### src/rtl/max_net_pkg.sv
// Shared types and constants for the max_net feeder: FSM state encoding, neuron count, float width.
package max_net_pkg;

  localparam int unsigned N_NEURONS = 4;
  localparam int unsigned FP_W      = 32;

  typedef enum logic [1:0] {
    StLoad,
    StStart,
    StWait,
    StResult
  } state_t;

endpackage

### src/rtl/onehot_check.sv
// Combinational winner decode: index of the lowest set bit, and err when the vector is not one-hot.
module onehot_check
  import max_net_pkg::*;
(
  input  logic [N_NEURONS-1:0] vec,
  output logic [1:0]           index,
  output logic                 err
);

  logic [2:0] w_count;
  logic       w_found;

  always_comb begin
    index   = 2'd0;
    w_found = 1'b0;
    w_count = 3'd0;
    for (int i = 0; i < int'(N_NEURONS); i++) begin
      w_count = w_count + 3'(vec[i]);
      if (vec[i] && !w_found) begin
        index   = 2'(i);
        w_found = 1'b1;
      end
    end
    err = (w_count != 3'd1);
  end

endmodule

### src/rtl/max_net_feeder.sv
// Loads four float32 activations into max_net, pulses start, captures the winner at done.
// Optional watchdog on the WAIT state is enabled by defining FEEDER_TIMEOUT_EN.
module max_net_feeder
  import max_net_pkg::*;
#(
  parameter int unsigned TIMEOUT = 1023
) (
  input  logic                 clk,
  input  logic                 rst,
  input  logic                 in_valid,
  output logic                 in_ready,
  input  logic [FP_W-1:0]      in_data,
  output logic [FP_W-1:0]      x_init_1,
  output logic [FP_W-1:0]      x_init_2,
  output logic [FP_W-1:0]      x_init_3,
  output logic [FP_W-1:0]      x_init_4,
  output logic                 start,
  input  logic                 done,
  input  logic [N_NEURONS-1:0] out,
  output logic                 res_valid,
  input  logic                 res_ready,
  output logic [N_NEURONS-1:0] res_winner,
  output logic [1:0]           res_index,
  output logic                 res_err
);

  state_t                 r_state;
  logic [1:0]             r_cnt;
  logic                   r_start;
  logic                   r_res_valid;
  logic [N_NEURONS-1:0]   r_winner;
  logic [1:0]             r_index;
  logic                   r_err;
  logic [FP_W-1:0]        r_x [N_NEURONS];

  logic [1:0]             w_index;
  logic                   w_err;

`ifdef FEEDER_TIMEOUT_EN
  localparam int unsigned WdW = (TIMEOUT < 2) ? 1 : $clog2(TIMEOUT + 1);
  logic [WdW-1:0]         r_wd;
`endif

  // Decode the live winner vector so index/err are registered alongside it at done.
  onehot_check u_onehot_check (
    .vec   (out),
    .index (w_index),
    .err   (w_err)
  );

  always_ff @(posedge clk) begin
    if (rst) begin
      r_state     <= StLoad;
      r_cnt       <= 2'd0;
      r_start     <= 1'b0;
      r_res_valid <= 1'b0;
      r_winner    <= '0;
      r_index     <= 2'd0;
      r_err       <= 1'b0;
      for (int i = 0; i < int'(N_NEURONS); i++) begin
        r_x[i] <= '0;
      end
`ifdef FEEDER_TIMEOUT_EN
      r_wd        <= '0;
`endif
    end else begin
      r_start <= 1'b0;
      unique case (r_state)
        StLoad: begin
          if (in_valid) begin
            r_x[r_cnt] <= in_data;
            r_cnt      <= r_cnt + 2'd1;
            if (r_cnt == 2'd3) begin
              r_state <= StStart;
              r_start <= 1'b1;
            end
          end
        end
        StStart: begin
          r_state <= StWait;
`ifdef FEEDER_TIMEOUT_EN
          r_wd    <= '0;
`endif
        end
        StWait: begin
          if (done) begin
            r_winner    <= out;
            r_index     <= w_index;
            r_err       <= w_err;
            r_res_valid <= 1'b1;
            r_state     <= StResult;
          end
`ifdef FEEDER_TIMEOUT_EN
          else if (r_wd == WdW'(TIMEOUT - 1)) begin
            // Last allowed WAIT cycle elapsed: report an empty, erroneous result.
            r_winner    <= '0;
            r_index     <= 2'd0;
            r_err       <= 1'b1;
            r_res_valid <= 1'b1;
            r_state     <= StResult;
          end else begin
            r_wd <= r_wd + 1'b1;
          end
`endif
        end
        StResult: begin
          if (res_ready) begin
            r_res_valid <= 1'b0;
            r_cnt       <= 2'd0;
            r_state     <= StLoad;
          end
        end
        default: r_state <= StLoad;
      endcase
    end
  end

  assign in_ready   = (r_state == StLoad);
  assign start      = r_start;
  assign res_valid  = r_res_valid;
  assign res_winner = r_winner;
  assign res_index  = r_index;
  assign res_err    = r_err;
  assign x_init_1   = r_x[0];
  assign x_init_2   = r_x[1];
  assign x_init_3   = r_x[2];
  assign x_init_4   = r_x[3];

endmodule

### config.mk
export PLATFORM = sky130hd
export DESIGN_NAME = max_net_feeder
export DESIGN_NICKNAME = d
export VERILOG_FILES = /design/src/rtl/max_net_pkg.sv /design/src/rtl/onehot_check.sv /design/src/rtl/max_net_feeder.sv
export SDC_FILE = /design/constraint.sdc
export NUM_CORES = 1
export LEC_CHECK = 0
export CAP_MARGIN = 25
export CORE_ASPECT_RATIO = 1.25
export CORE_MARGIN = 5
export CORE_UTILIZATION = 50
export DETAILED_ROUTE_END_ITERATION = 16
export GPL_TIMING_DRIVEN = 0
export PLACE_DENSITY = 0.86
export SYNTH_ARGS = -nofsm -noshare
export SYNTH_HDL_FRONTEND = slang
export SYNTH_SLANG_ARGS = --single-unit
### constraint.sdc
create_clock -name clk -period 4 [get_ports clk]
set_input_delay 0.8 -clock clk [delete_from_list [all_inputs] [get_ports clk]]
set_output_delay 0.8 -clock clk [all_outputs]
set_load 0.01 [all_outputs]
After elaboration in Yosys (flattened, before gate mapping):

Memories as Yosys holds them, arrays and structs flattened.
Cells that the tools add are included.
W data, S select, Z words.

* add/subtract/negate cells: 4
* bitwise gates (word level): 2
* equality and inequality tests: 9
* mux-type cells: 26
* reductions and logical operators: 15

Operators with widths (count)
* $mux W32: 1
* $reduce_or A32 Y1: 1
* $mux W2: 8
* $mux W1: 14
* $pmux W2 S4: 1
* $add A3 B1 Y3: 2
* $eq A2 B2 Y1 const B: 3
* $ne A2 B2 Y1 const B: 3
* $reduce_and A3 Y1: 2
* $pmux W2 S2: 1
* $reduce_and A4 Y1: 1
* $reduce_bool A2 Y1: 2
* $logic_and A1 B1 Y1: 3
* $logic_not A1 Y1: 3
* $ne A3 B1 Y1 const B: 1
* $reduce_or A3 Y1: 1
* $add A1 B1 Y2: 1
* $add A2 B1 Y2 const B: 1
* $eq A2 B1 Y1 const B: 1
* $logic_not A2 Y1: 1
* $ne A2 B1 Y1 const B: 1
* $not A1 Y1: 2
* $pmux W1 S2: 1
* $reduce_and A2 Y1: 1

* logic and storage cells: 64
* memory bits (writable): 128
* bits of input ports: 41
* memories: 1
* output and inout port bits: 138
* flip-flop bits (word level): 13

Memories
* r_x: depth 4, width 32, read ports 4, clocked after memory_dff 0, write ports 4, RTL line max_net_feeder.sv:34 `logic [FP_W-1:0] r_x [N_NEURONS];`

Depth between registers and ports, before layout:

Gate-level depths: netlist of run 1.

* depth in word-level cells: 10
* depth in mapped cells: 8
* mapped depth without buffers: 8

By module:

From an unflattened synthesis of run 1, not the netlist that was laid out.

* cells, all modules: 364
* area total of the unflattened synthesis: 5549.1 um^2

By module, submodules not included
* max_net_feeder: cells an instance 349, area an instance 5434.0 um^2, seq. area each 4103.9 um^2, instances 1
* onehot_check: cells an instance 15, area an instance 115.1 um^2, seq. area each 0.0 um^2, instances 1

Worst setup path before layout of run 1:

No wires, ideal clock.

* path kind: input to register
* from: input out[0]
* to: register r_err, in the netlist res_err
* buffers on the path: 0
* required time: 3868 ps
* arrival: 1983 ps
* setup time: 132 ps
* stages on the path: 8
* path slack: 1885 ps
* path through: inv_1 > ha_1 > inv_1 > fa_1 > inv_1 > ha_1 > nor3_1 > a21oi_1

* cells in the longest elaborated chain, start to end: 4

RTL lines
* from (decl): RTL line max_net_feeder.sv:19 `input logic [N_NEURONS-1:0] out,`
* $add A1 B1 Y2: RTL line onehot_check.sv:18 `w_count = w_count + 3'(vec[i]);`
* $add A3 B1 Y3 (2 in series): RTL line onehot_check.sv:18
* $ne A3 B1 Y1: RTL line onehot_check.sv:24 `err = (w_count != 3'd1);`
* to (signal assigned): RTL line max_net_feeder.sv:89 `r_err <= w_err;`
* to (decl): RTL line max_net_feeder.sv:33 `logic r_err;`

No other way between the ends.
A chain may end at the register's enable or synchronous reset.

==> flow_metrics.py, run 1 <==
metrics = {
    "sta": {
        "tns_ps": 0,
        "worst_slew_margin_rel_pct": 39.6,
        "layout_min_cycle_time_ps": 2750,
        "fin_ws_ps": 1250,
        "fmax_mhz": 364,
        "rsz0062_at_grt": "false",
        "clock_skew_ps": 6.61,
        "setup_viol": 0,
        "slew_viol_final": 0,
        "period_share_pct": 68.8,
        "worst_slew_pin_slew_ps": 906,
        "finalHoldViolCount": 0,
    },
    "clock_tree": {
        "cts_root_buf": "clkbuf_16",
        "numClockSinks": 141,
        "cts_made_buffers": 17,
        "cts_hold_buf": 0,
        "clk_pin_slew_ps": 60,
        "cts_setup_buffers": 0,
        "htreeDepth": 4,
        "clockBufferDepth": 2,
        "postCtsResizedCells": 0,
        "clk_latency_ps": 410,
        "cts_tree": "yes",
    },
    "route": {
        "drt_first_pass_iters": 4,
        "ant_nets": 0,
        "wl_per_cell_um": 20.0,
        "post-route-drc-count": 0,
        "wirelength_mm": 14.1,
        "vias": 3572,
        "drt-vias-per-instance": 5.07,
        "drt-initial-drc-count": 147,
    },
    "critical_path": {
        "crit_path_end_kind": "flip-flop",
        "required_ps": 4040,
        "worst-path-max-fanout": 32,
        "crit_type": "input pin to flip-flop",
        "start_kind": "input pin",
        "critPathArrivalTime_ps": 2790,
    },
    "grt": {
        "grt_pass1_vias": 3882,
        "overflow": 0,
        "grt_max_degree": 33,
        "grt_first_pass_wirelength_mm": 21.6,
        "track_usage_pct": 21.6,
        "grt_antenna_before_repair": 1,
    },
    "final_layout": {
        "layout-drive-gt1-share_pct": 13.0,
        "stdcell_count": 704,
        "regArea_um2": 4100,
        "n_fill_cell": 686,
        "antenna_cells": 0,
        "syn2layout_area_growth_pct": 46.1,
        "multiInputGateArea_um2": 1310,
        "fin_area_um2": 8080,
        "nets": 606,
    },
    "floorplan": {
        "die_area_um2": 13300,
        "die_w_um": 104,
        "fp-row-count": 43,
        "io_pins": 179,
        "die-height_um": 128,
        "initial_core_util_pct": 50.4,
        "coreArea_um2": 11000,
    },
    "synth": {
        "synth-seq-cells": 141,
        "synth.cell_area_um2": 5530,
        "synth.net_count": 409,
        "synth_area_per_cell_um2": 15.4,
        "yosysUniqueCellTypes": 34,
        "synth_cells": 359,
        "yosysSeqAreaShare_pct": 74.2,
        "yosysWarningCount": 0,
    },
    "placement": {
        "io_buffer_count": 178,
        "gp_congestion": 0.760,
        "dp_hpwl_mm": 9.72,
        "place_area_um2": 7480,
        "dp_slack_ps": 749,
        "dp.cells": 672,
    },
    "pwr": {
        "p_switching_mw": 0.985,
        "p_per_area_nw_per_um2": 508,
        "p_leak_nw": 3.05,
        "pwr-share-clk_pct": 38.6,
        "finalPower_mw": 4.10,
        "power_frac_comb_pct": 16.4,
        "peakVddDrop_v": 0.000328,
        "switching_share_pct": 24.0,
        "seq_power_share_pct": 44.9,
        "internal-power_mw": 3.11,
    },
    "flow_run": {
        "maxCapViolCount": 0,
    },
    "worst_hold_path": {
        "holdCritPathClass": "flip-flop to flip-flop",
    },
    "outcome": {
        "outcome": "finished clean",
    },
}
-- cell families (layout without fill, tap and decap cells) --
logic type	Yosys count	count (layout)	share of synthesized area (%)
fa+ha+maj	9	9	2.17
compound gates	24	24	2.63
flops	141	141	74.2
buf+inv	25	235	2.04
mux	1	1	0.181
simple gates	159	159	18.7
-- worst max-delay path, cell delays in order --
cell and delay (ps):
clkdlybuf4s50_1 640, nand3b_4 150, nor3_2 390, or2_2 780
-- cell usage in the layout (no fill, tap or decap), drive strengths merged, types with 3 or more instances in the layout --
master / instances
a21oi: 10
and2: 130
bufinv: 3
clkbuf: 32
clkdlybuf4s50: 178
clkinv: 5
clkinvlp: 4
dfxtp: 13
edfxtp: 128
ha: 8
inv: 12
nand2: 13
nor3b: 3
o21ai: 5
or2: 3
-- per-layer routing --
metal	wire length, um	part of all wire, %	vias up	track usage [%]
li1	-	-	1642	-
met1	5120	36	1738	22.6
met2	7710	55	163	39.6
met3	918	6.5	27	7.28
met4	349	2.5	2	8.61
met5	13	0.092	-	0
-- stage by stage --
stage          hold slack [ps]  utilization [%]
3_3_place_gp               444             68.1
5_1_grt                    487             73.6
6_report                   466             73.6
2_1_floorplan              468                -
4_1_cts                    468             73.6
3_5_place_dp               456             68.1
-- state kept, by name (all words and copies together) (netlist names) --
signal and count:
start 1, res_index 2, r_state 2, res_err 1, r_cnt 2, r_x 128
res_winner 4, res_valid 1
-- power by group through the flow --
stage	registers [mW]	logic, mW	clock network (mW)
after global routing	1.85	0.722	1.66
after global placement	1.86	0.656	0
after detailed placement	1.87	0.680	0
after floorplan	1.93	0.205	0
after CTS	1.84	0.685	1.60
final	1.84	0.674	1.58
-- Yosys cell counts --
| master | n | area, um^2 |
|---|---|---|
| nand2b_1 | 1 | 6.26 |
| nor3b_4 | 2 | 37.5 |
| clkbuf_2 | 9 | 45.0 |
| a211oi_1 | 1 | 7.51 |
| nand3b_4 | 1 | 20.0 |
| nor3b_1 | 1 | 7.51 |
| o31a_1 | 1 | 8.76 |
| mux2i_1 | 1 | 10.0 |
| clkbuf_1 | 5 | 18.8 |
| nand2_1 | 13 | 48.8 |
| and2b_2 | 1 | 8.76 |
| a41o_2 | 1 | 11.3 |
| inv_1 | 10 | 37.5 |
| o21ai_0 | 5 | 25.0 |
| nor3_2 | 1 | 10.0 |
| o21bai_1 | 1 | 7.51 |
| and2_2 | 25 | 188 |
| o21a_1 | 1 | 7.51 |
| and3_2 | 1 | 7.51 |
| or2_2 | 3 | 18.8 |
| nor3_1 | 1 | 5.00 |
| a21oi_1 | 10 | 50.1 |
| o211ai_1 | 1 | 7.51 |
| nor2b_1 | 2 | 12.5 |
| dfxtp_1 | 13 | 260 |
| a21o_1 | 1 | 7.51 |
| edfxtp_1 | 128 | 3840 |
| a31oi_1 | 2 | 12.5 |
| ha_1 | 8 | 100 |
| nand3_1 | 1 | 5.00 |
| and2_1 | 105 | 657 |
| nor2_1 | 1 | 3.75 |
| buf_6 | 1 | 11.3 |
| fa_1 | 1 | 20.0 |
-- layout make-up --
cell class | count | share of cell area [%]
multi-input cells | 193 | 16.2
clock buffers | 18 | 5.31
repair buffers | 178 | 22.1
clock inverters | 14 | 2.08
flip-flops and latches | 141 | 50.8
well taps | 135 | 2.09
plain buffers | 15 | 0.930
inverters | 10 | 0.465
-- worst paths after layout --
path,from,end,slack [ps],cells past startpoint
worst max-delay path,in_valid,r_x[0][24]$_SDFFCE_PN0P_,1250,4
worst min-delay path,res_winner[0]$_SDFFE_PP0P_,res_winner[0]$_SDFFE_PP0P_,470,2
worst max register to register,r_state[0]$_SDFFE_PP0P_,r_x[0][24]$_SDFFCE_PN0P_,1550,6
worst min register to register,res_winner[0]$_SDFFE_PP0P_,res_winner[0]$_SDFFE_PP0P_,470,2
(Power assumes the default switching activity.)
==> run 2, diff against run 1 <==
CORE_UTILIZATION = 46   (was 50)
PLACE_DENSITY = 0.8   (was 0.86)
clock period = 2.6 ns   (was 4 ns; I/O delays follow)
==> run 2 against run 1 <==
  * Utilization down 4.6 points
  * Via count shrank 1.5%
  * Die area up 7.9%
  * Sequential cell count stayed put
  * Cell area grew 0.11%
  * Clock power grew 47%
  * Setup slack got worse by 1100 ps
  * Clock-buffer cell count unchanged
  * Critical path type unchanged
  * Highest routed layer is now met4
  * Wire length shrank 3.9%
  * Combinational power increased by 53%
  * First-iteration DRC count shrank 21%
==> flow_metrics.py, run 2 (same netlist as run 1, synthesis figures left out) <==
metrics = {
    "final_layout": {
        "layout-drive-gt1-share_pct": 13.4,
        "n_fill_cell": 840,
        "stdcell_count": 730,
        "nets": 606,
        "regMostFlops": "r_x",
        "syn2layout_area_growth_pct": 46.2,
        "antenna_cells": 0,
        "largest_reg_flops": 128,
        "fin_area_um2": 8080,
        "layout_commonest_cell": "clkdlybuf4s50_1",
        "layout_common_cells": "clkdlybuf4s50_1, edfxtp_1, and2_1",
    },
    "clock_tree": {
        "htreeDepth": 4,
        "postCtsResizedCells": 0,
        "cts_root_buf": "clkbuf_16",
        "clk_pin_slew_ps": 60,
        "cts_hold_buf": 0,
        "cts_setup_buffers": 0,
        "clk_latency_ps": 410,
        "numClockSinks": 141,
        "cts_tree": "yes",
        "cts_made_buffers": 17,
        "clockBufferDepth": 2,
    },
    "floorplan": {
        "initial_core_util_pct": 47.1,
        "die_w_um": 108,
        "die_area_um2": 14300,
        "fp-row-count": 44,
        "io_pins": 179,
        "die-height_um": 133,
        "coreArea_um2": 11700,
    },
    "sta": {
        "slew_viol_final": 0,
        "fin_ws_ps": 174,
        "worst_slew_pin_slew_ps": 914,
        "finalHoldViolCount": 0,
        "clock_skew_ps": 5.87,
        "fmax_mhz": 412,
        "worst_slew_margin_rel_pct": 39.1,
        "period_share_pct": 93.3,
        "layout_min_cycle_time_ps": 2430,
        "tns_ps": 0,
        "hold_slack_ps": 467,
        "setup_viol": 0,
        "rsz0062_at_grt": "false",
    },
    "grt": {
        "track_usage_pct": 19.5,
        "grt_first_pass_wirelength_mm": 20.9,
        "grt_max_degree": 33,
        "grt_antenna_before_repair": 0,
        "grt_pass1_vias": 3723,
        "overflow": 0,
    },
    "worst_hold_path": {
        "holdCritPathClass": "flip-flop to flip-flop",
        "min_from": "res_winner[1]$_SDFFE_PP0P_",
    },
    "flow_run": {
        "maxCapViolCount": 0,
    },
    "route": {
        "wl_per_cell_um": 18.6,
        "drt_first_pass_iters": 4,
        "vias": 3517,
        "drt-vias-per-instance": 4.82,
        "drt-initial-drc-count": 116,
        "wirelength_mm": 13.6,
        "post-route-drc-count": 0,
        "ant_nets": 0,
    },
    "outcome": {
        "outcome": "finished clean",
    },
    "critical_path": {
        "start_kind": "input pin",
        "r2r-start": "r_state[0]$_SDFFE_PP0P_",
        "critPathArrivalTime_ps": 2460,
        "worst-path-max-fanout": 32,
        "startpoint": "in_valid",
        "crit_path_end_kind": "flip-flop",
        "crit_type": "input pin to flip-flop",
        "required_ps": 2630,
    },
    "placement": {
        "dp_slack_ps": -277,
        "gp_congestion": 0.791,
        "io_buffer_count": 178,
        "dp_hpwl_mm": 9.58,
        "dp.cells": 698,
        "place_area_um2": 7510,
    },
    "pwr": {
        "p_per_area_nw_per_um2": 764,
        "p_leak_nw": 3.04,
        "peakVddDrop_v": 0.000470,
    },
}
[run 2: cell type report]
cell class              instances  area, um^2  share of cell area [%]
flip-flops and latches        141        4100                    50.8
repair buffers                178        1780                    22.0
multi-input cells             193        1310                    16.2
clock buffers                  18         429                    5.31
well taps                     161         201                    2.49
clock inverters                14         144                    1.78
plain buffers                  15        75.1                   0.929
inverters                      10        37.5                   0.464
[run 2: metal layers]
metal	share of wire, %	GRT usage [%]	vias up
li1	-	-	1649
met1	38	21.9	1714
met2	54	35.3	133
met3	5.7	5.26	21
met4	2.1	6.95	0
met5	0	0	-
[run 2: worst paths after layout]
kind	to	slack [ps]	depth (start not counted)
setup / recovery	r_x[1][0]$_SDFFCE_PN0P_	170	4
setup reg to reg	r_x[1][0]$_SDFFCE_PN0P_	200	6
hold reg to reg	res_winner[1]$_SDFFE_PP0P_	470	2
hold / removal	res_winner[1]$_SDFFE_PP0P_	470	2
[run 2: power breakdown]
group / internal (mW) / switching, mW
Clock: 1.41 / 0.909
Sequential: 2.74 / 0.0827
Combinational: 0.540 / 0.493
Total: 4.69 / 1.49
[run 2: stage by stage]
stage	power, mW	util (%)
floorplan	3.29	-
global placement	3.88	64.1
detailed placement	3.93	64.1
CTS	6.23	68.9
global route	6.41	68.9
finish	6.18	68.9
[run 2: critical path, cell delays in order]
cell and delay (ps):
clkdlybuf4s50_1 640, nand3b_4 150, nor3b_4 370, or2_2 770
